<file path="config.mk">
export PLATFORM = sky130hd
export DESIGN_NAME = pwm_multi
export DESIGN_NICKNAME = d
export VERILOG_FILES = /design/src/rtl/pwm_multi.sv
export SDC_FILE = /design/constraint.sdc
export NUM_CORES = 1
export LEC_CHECK = 0
export CORE_AREA = 2 2 101 103
export DETAILED_ROUTE_END_ITERATION = 6
export DIE_AREA = 0 0 103 105
export PLACE_DENSITY = 0.93
export SLEW_MARGIN = 20
export SYNTH_ARGS = -nofsm -noshare
export SYNTH_HDL_FRONTEND = slang
export SYNTH_SLANG_ARGS = --single-unit
export TNS_END_PERCENT = 50
</file>
<file path="constraint.sdc">
create_clock -name clk -period 6.4 [get_ports clk]
set_input_delay 0.64 -clock clk [delete_from_list [all_inputs] [get_ports clk]]
set_output_delay 0.64 -clock clk [all_outputs]
set_load 0.05 [all_outputs]
</file>
<file path="src/rtl/pwm_multi.sv">
// Multi-channel PWM generator: shared prescaler/counter, per-channel duty with boundary reload.
// Optional macro PWM_CENTER_ALIGN_EN adds a `center` input for up/down (center-aligned) counting.
module pwm_multi #(
    parameter int unsigned CH = 4,
    parameter int unsigned CW = 8,
    parameter int unsigned PW = 16
) (
    input  logic                                 clk,
    input  logic                                 rst_n,
    input  logic                                 en,
    input  logic [PW-1:0]                        presc,
    input  logic [CW-1:0]                        period,
    input  logic                                 wr_en,
    input  logic [$clog2(CH > 1 ? CH : 2)-1:0]   wr_ch,
    input  logic [CW-1:0]                        wr_duty,
    input  logic [CH-1:0]                        pol,
`ifdef PWM_CENTER_ALIGN_EN
    input  logic                                 center,
`endif
    output logic [CH-1:0]                        pwm_out,
    output logic                                 cycle_start
);

    logic [PW-1:0] pcnt_q, pcnt_d;
    logic [CW-1:0] cnt_q, cnt_d;
    logic          dir_q, dir_d;      // 0: counting up, 1: counting down
    logic [CW-1:0] period_act_q;
    logic [CW-1:0] duty_pend_q [CH];
    logic [CW-1:0] duty_act_q  [CH];
    logic [CH-1:0] pwm_out_q;
    logic          start_q;           // cnt has just (re)started at 0
    logic          cycle_start_q;
    logic          center_mode;
    logic          tick;
    logic          wrap;
    logic          load;

`ifdef PWM_CENTER_ALIGN_EN
    assign center_mode = center;
`else
    assign center_mode = 1'b0;
`endif

    always_comb begin
        tick   = en && (pcnt_q == presc);
        pcnt_d = (!en || tick) ? '0 : pcnt_q + PW'(1);
        cnt_d  = cnt_q;
        dir_d  = dir_q;
        wrap   = 1'b0;
        if (!en) begin
            cnt_d = '0;
            dir_d = 1'b0;
        end else if (tick) begin
            if (!dir_q) begin
                // >= also catches a period lowered below the running count
                if (cnt_q >= period_act_q) begin
                    if (center_mode && cnt_q > CW'(1)) begin
                        dir_d = 1'b1;
                        cnt_d = cnt_q - CW'(1);
                    end else begin
                        wrap  = 1'b1;
                        cnt_d = '0;
                    end
                end else begin
                    cnt_d = cnt_q + CW'(1);
                end
            end else if (cnt_q <= CW'(1)) begin
                wrap  = 1'b1;
                cnt_d = '0;
                dir_d = 1'b0;
            end else begin
                cnt_d = cnt_q - CW'(1);
            end
        end
        load = !en || wrap;
    end

    always_ff @(posedge clk or negedge rst_n) begin
        if (!rst_n) begin
            pcnt_q        <= '0;
            cnt_q         <= '0;
            dir_q         <= 1'b0;
            period_act_q  <= '0;
            pwm_out_q     <= '0;
            start_q       <= 1'b1;
            cycle_start_q <= 1'b0;
            for (int i = 0; i < CH; i++) begin
                duty_pend_q[i] <= '0;
                duty_act_q[i]  <= '0;
            end
        end else begin
            pcnt_q <= pcnt_d;
            cnt_q  <= cnt_d;
            dir_q  <= dir_d;
            // Active registers take the pre-write pending value on a coincident write
            if (load) begin
                period_act_q <= period;
                duty_act_q   <= duty_pend_q;
            end
            if (wr_en && (32'(wr_ch) < CH)) begin
                duty_pend_q[wr_ch] <= wr_duty;
            end
            start_q       <= load;
            cycle_start_q <= en && start_q;
            for (int i = 0; i < CH; i++) begin
                pwm_out_q[i] <= en ? ((cnt_q < duty_act_q[i]) ^ pol[i]) : pol[i];
            end
        end
    end

    assign pwm_out     = pwm_out_q;
    assign cycle_start = cycle_start_q;

endmodule
</file>
* After elaboration in Yosys (flattened, before gate mapping)
Cells that the tools add are included.
** Storage, ports and cells
- Register bits :: 103
- Bits of input ports :: 42
- Output and inout bits :: 5
- Logic and storage cells :: 61
** Operators by class
- Add/sub/neg operators :: 3
- Order comparisons :: 8
- Equal/unequal tests :: 2
- Multiplexer cells :: 22
- Bitwise logic cells :: 5
- Reductions and logical operators :: 6
** Operators with widths (count)
- 8-bit two-way mux :: 6
- 32-bit bitwise mux :: 1
- 8-bit less-than comparator :: 4
- 16-bit by 1-bit adder with 16-bit output, second input constant :: 1
- 8-bit demux with 2-bit select :: 1
- 16-bit == test :: 1
- 16-bit two-way mux :: 1
- 1-bit two-way mux :: 13
- 8-bit by 1-bit adder with 8-bit output, second input constant :: 1
- 8-bit greater-or-equal comparator :: 1
- 8-bit by 1-bit <= comparator with 1-bit output, second input constant :: 1
- 8-bit by 1-bit subtractor with 8-bit output, second input constant :: 1
- 1-bit XOR :: 4
- 3-bit greater-or-equal comparator, second input constant :: 1
- 1-bit logical AND :: 3
- 3-bit by 1-bit less-than comparator with 1-bit output, second input constant :: 1
- 2-bit inverter with 3-bit output :: 1
- 1-bit logical OR :: 2
- 2-bit by 1-bit != test with 1-bit output, second input constant :: 1
- 1-bit logical NOT :: 1

* Longest topological paths before layout
- Depth in word-level cells :: 6
- Gate-level depth with buffers :: 9
- Mapped depth without buffers :: 7

* Worst setup path after synthesis
No wires, ideal clock.
- Kind :: input-to-reg
- From :: input port presc[3]
- To :: register duty_act_q[0] (netlist name)
- Library setup time :: 0.125 ns
- Arrival :: 2.348 ns
- Required time :: 6.275 ns
- Slack :: 3.927 ns
- Cell stages on the path :: 6
- Buffers on the path :: 1
- Cells stage by stage :: xor2_1 -> nor4_2 -> nand4_4 -> o31ai_4 -> buf_8 -> mux2_4
** Between the ends
- Longest elaborated chain between the ends :: 5
** RTL lines
- start, declared :: line 11 : input logic [PW-1:0] presc,
- 16-bit == test :: line 45 : tick = en && (pcnt_q == presc);
- 1-bit logical AND :: line 45
- 1-bit two-way mux :: line 53 : end else if (tick) begin
- 1-bit two-way mux :: line 50 : if (!en) begin
- 1-bit logical OR :: line 75 : load = !en || wrap;
- end signal, assigned :: line 98 : duty_act_q <= duty_pend_q;
- end, declared :: line 29 : logic [CW-1:0] duty_act_q [CH];
No other way between the ends.
A chain may end at the register's enable or synchronous reset.

* Worst setup path after layout
- From :: register cnt_q[0]
- To :: register duty_act_q[12] (netlist name)
** Between the ends
- Longest elaborated chain between the ends :: 6
- Elaborated cells on any way between the ends :: 8
- Classes of those cells :: order compare: 2; mux: 5; reduce/logical: 1
** RTL lines
- start, declared :: line 25 : logic [CW-1:0] cnt_q, cnt_d;
- start signal, assigned :: line 93 : cnt_q <= cnt_d;
- 8-bit greater-or-equal comparator / 8-bit by 1-bit <= comparator with 1-bit output (equally long branches) :: line 56, 67
- 1-bit two-way mux, on equally long branches :: line 56, 67
- 1-bit two-way mux * :: line 54 : if (!dir_q) begin
- 1-bit two-way mux * :: line 53
- 1-bit two-way mux * :: line 50
- 1-bit logical OR * :: line 75
Mark *: on every way between the ends. The rest lies on a longest branch, timed or not.

==> reports/results.txt <==
Top fanout value on the critical path - 41
CTS resizes - 0
Sequential fraction of the synthesis area - 0.449
Clk slew on worst S/H paths - 0.11 ns
Starting Density - 0.596
Synth top area share - 0.444
Most frequent cells in the layout - dfrtp_1, clkdlybuf4s50_1, inv_1
Cell variety after synth - 50
Unrepaired setup endpoints after global routing - no
Final Max Slew Viols - 0
Share of cells above drive strength 1 - 0.196
Fillers - 715
Synth Net Count - 572
Most used DFF post-synth - dfrtp_1
Post-synth EDFFs - 0
Cell count of the worst reg-to-reg path - 8
WP buf/inv - 2
Synth Area per Inst - 11.7 um2
# port buffers - 46
Setup bufs post-CTS - 0
Max_slew headroom - 0.398
Row count - 36
Vias in the first global route - 4168
Synth area leaders - dfrtp_1, mux2_4, ha_1, mux2_2, xor2_1
Grt ovf - 0
CP Cell Sequence - inv_1 > ha_1 > nor3b_1 > o21ai_0 > a21oi_2 > o31ai_4 > buf_4 > mux2_4
Initial antenna violation count - 0
DR WL/cell - 18.1 um
1st-pass router iterations - 4
Synth async-reset ratio - 1.00
Placed cell areas - 0.00629 mm2
Post-DP HPWL - 8.83 mm
Sink Count - 103
Reg2reg start - cnt_q[0]
Busiest grt layer - met2
Total GRT Usage - 0.248
Clk root buf - clkbuf_8
Total power - 1590 uW
Leakage - 0.00308 uW
Slowest stage delay, CP - 0.66 ns
Worst Skew - 0.0137 ns
CP max-delay cell - dfrtp_1
Clock latency on the worst-skew pair - 0.39 ns
Die Wd - 103 um
CP Capture Type - register
Critical path type - register to register
Run status - complete, no violations
Critical Path RT - 6.67 ns
Placer Congestion - 0.913
Cell Pwr Density - 245 mW/mm2
First-pass GRT wire length - 20.7 mm
CTS buffer count - 9
Worst-margin pin slew - 0.904 ns
Routed Antenna Nets - 0
DR DRC count - 0
Seq cells post-synth - 103
Final period utilization - 0.496
Met2 track demand over resource - 0.416
Met1 Resource Use GR - 0.320
Synthesized area - 0.00575 mm2
H-tree depth - 3
Die footprint - 0.0108 mm2
CP top delay family - compound AO/OA/AOI/OAI gates
CTS tree - yes
CTS Buffer Depth - 2
Post-synthesis cell count - 490
Setup violators final - 0
Finished Layout Cells - 675
Via-to-Cell Ratio - 5.82
Minimum clock period - 3.18 ns
Ant diodes - 0
Die Y - 105 um
Yosys Warn Count - 0
Placed instance count - 659
Core Region - 0.00964 mm2
Fmax - 315 MHz
I/O pin total - 47
Max VDD drop - 0.188 mV
Final instance area - 0.00649 mm2
Final hold vios - 0
Critical Path AT - 3.45 ns
Final #Nets - 619
Largest net degree at the start of global routing - 75
Startpoint types - register
Reg2Reg Setup Slack - 3.22 ns
Area leader, netlist - dfrtp_1
Met3 global-route usage - 0.0475
Most common cell after layout, fill and taps aside - dfrtp_1
DR vias - 3927
RR Endpoint - duty_act_q[12]
Starting DRT DRC Count - 169
Max Cap Viol - 0
Area growth from synthesis to layout - 13.0%
Final wirelength - 12.2 mm
Post-CTS Hold Buffers - 0
Hold Crit Class - primary input to asynchronous set/reset pin
Core Util, Final - 0.673
Setup TNS - 0 ns
-- report_power, final --
part / leakage [uW] / internal [uW] / switching [uW] / total [uW]
logic: 0.00170 / 196 / 163 / 359
clock network: 0.000103 / 155 / 259 / 414
registers: 0.00127 / 750 / 67.3 / 817
total: 0.00308 / 1100 / 489 / 1590
-- how the worst max path moves through the flow --
stage	start	to	slack, ns	depth (start not counted)
after floorplan	presc[3]	duty_act_q[0]	3.93	6
after global placement	presc[3]	duty_act_q[7]	3.05	7
after detailed placement	cnt_q[0]	duty_act_q[18]	3.02	8
after CTS	cnt_q[0]	duty_act_q[12]	2.96	8
after global routing	cnt_q[0]	duty_act_q[12]	3.02	8
final	cnt_q[0]	duty_act_q[12]	3.22	8
-- logic make-up after synthesis --
group	count (synthesis)	share of synthesized area
AOI/OAI and AO/OA	72	0.0877
xor gates and xnor gates	31	0.0472
adders and majority gates	40	0.0871
buffers and inverters	55	0.0455
DFF	103	0.449
muxes	74	0.170
and+or+nand+nor	115	0.114
-- cell type report --
class                   count  area (um2)  area share
clock inverters             7        72.6      0.0112
flip-flops and latches    103        2580       0.397
well taps                 133         166      0.0256
inverters                  43         161      0.0249
repair buffers             48         473      0.0729
multi-input cells         332        2920       0.449
clock buffers               9         124      0.0191
-- cells in the mapped netlist (all sizes together), types with 2 or more instances --
| library cell | instances |
|---|---|
| dfrtp | 102 |
| mux2 | 72 |
| inv | 43 |
| ha | 40 |
| nor2 | 31 |
| nand2 | 20 |
| xor2 | 19 |
| a21oi | 16 |
| nand3 | 16 |
| o211ai | 13 |
| xnor2 | 12 |
| nor3 | 10 |
| a211oi | 8 |
| a21o | 8 |
| nand2b | 8 |
| o21a | 8 |
| buf | 7 |
| nor4 | 6 |
| o21ai | 6 |
| clkbuf | 5 |
| nand4 | 5 |
| o31ai | 5 |
| and3 | 3 |
| nand3b | 3 |
| or2 | 3 |
| a31oi | 2 |
| mux2i | 2 |
| nand4b | 2 |
| nor3b | 2 |
-- sequential cells by signal, indices dropped and copies added (netlist names) --
| signal | count |
|---|---|
| cnt_q | 8 |
| duty_act_q | 32 |
| pwm_out | 4 |
| start_q | 1 |
| period_act_q | 8 |
| cycle_start | 1 |
| dir_q | 1 |
| pcnt_q | 16 |
| duty_pend_q | 32 |
-- worst register-to-register path: stages, from the launching register on --
cell     delay (ns)
dfrtp_1        0.66
inv_1          0.18
ha_1           0.32
nor3b_1        0.22
o21ai_0        0.17
a21oi_2        0.61
o31ai_4        0.11
buf_4          0.36
mux2_4         0.44
-- per-layer routing --
metal  share of wire  wire length (um)
met3           0.050               614
met1            0.41              4960
met5               0                 0
met2            0.53              6420
met4           0.016               193
-- per-stage QoR --
| step | hold slack, ns | setup slack, ns |
|---|---|---|
| 5_1_grt | 0.180 | 3.02 |
| 2_1_floorplan | 0.344 | 3.93 |
| 4_1_cts | 0.168 | 2.96 |
| 6_report | 0.160 | 3.22 |
| 3_3_place_gp | 0.484 | 3.05 |
| 3_5_place_dp | 0.491 | 3.02 |
(Power assumes the default switching activity.)
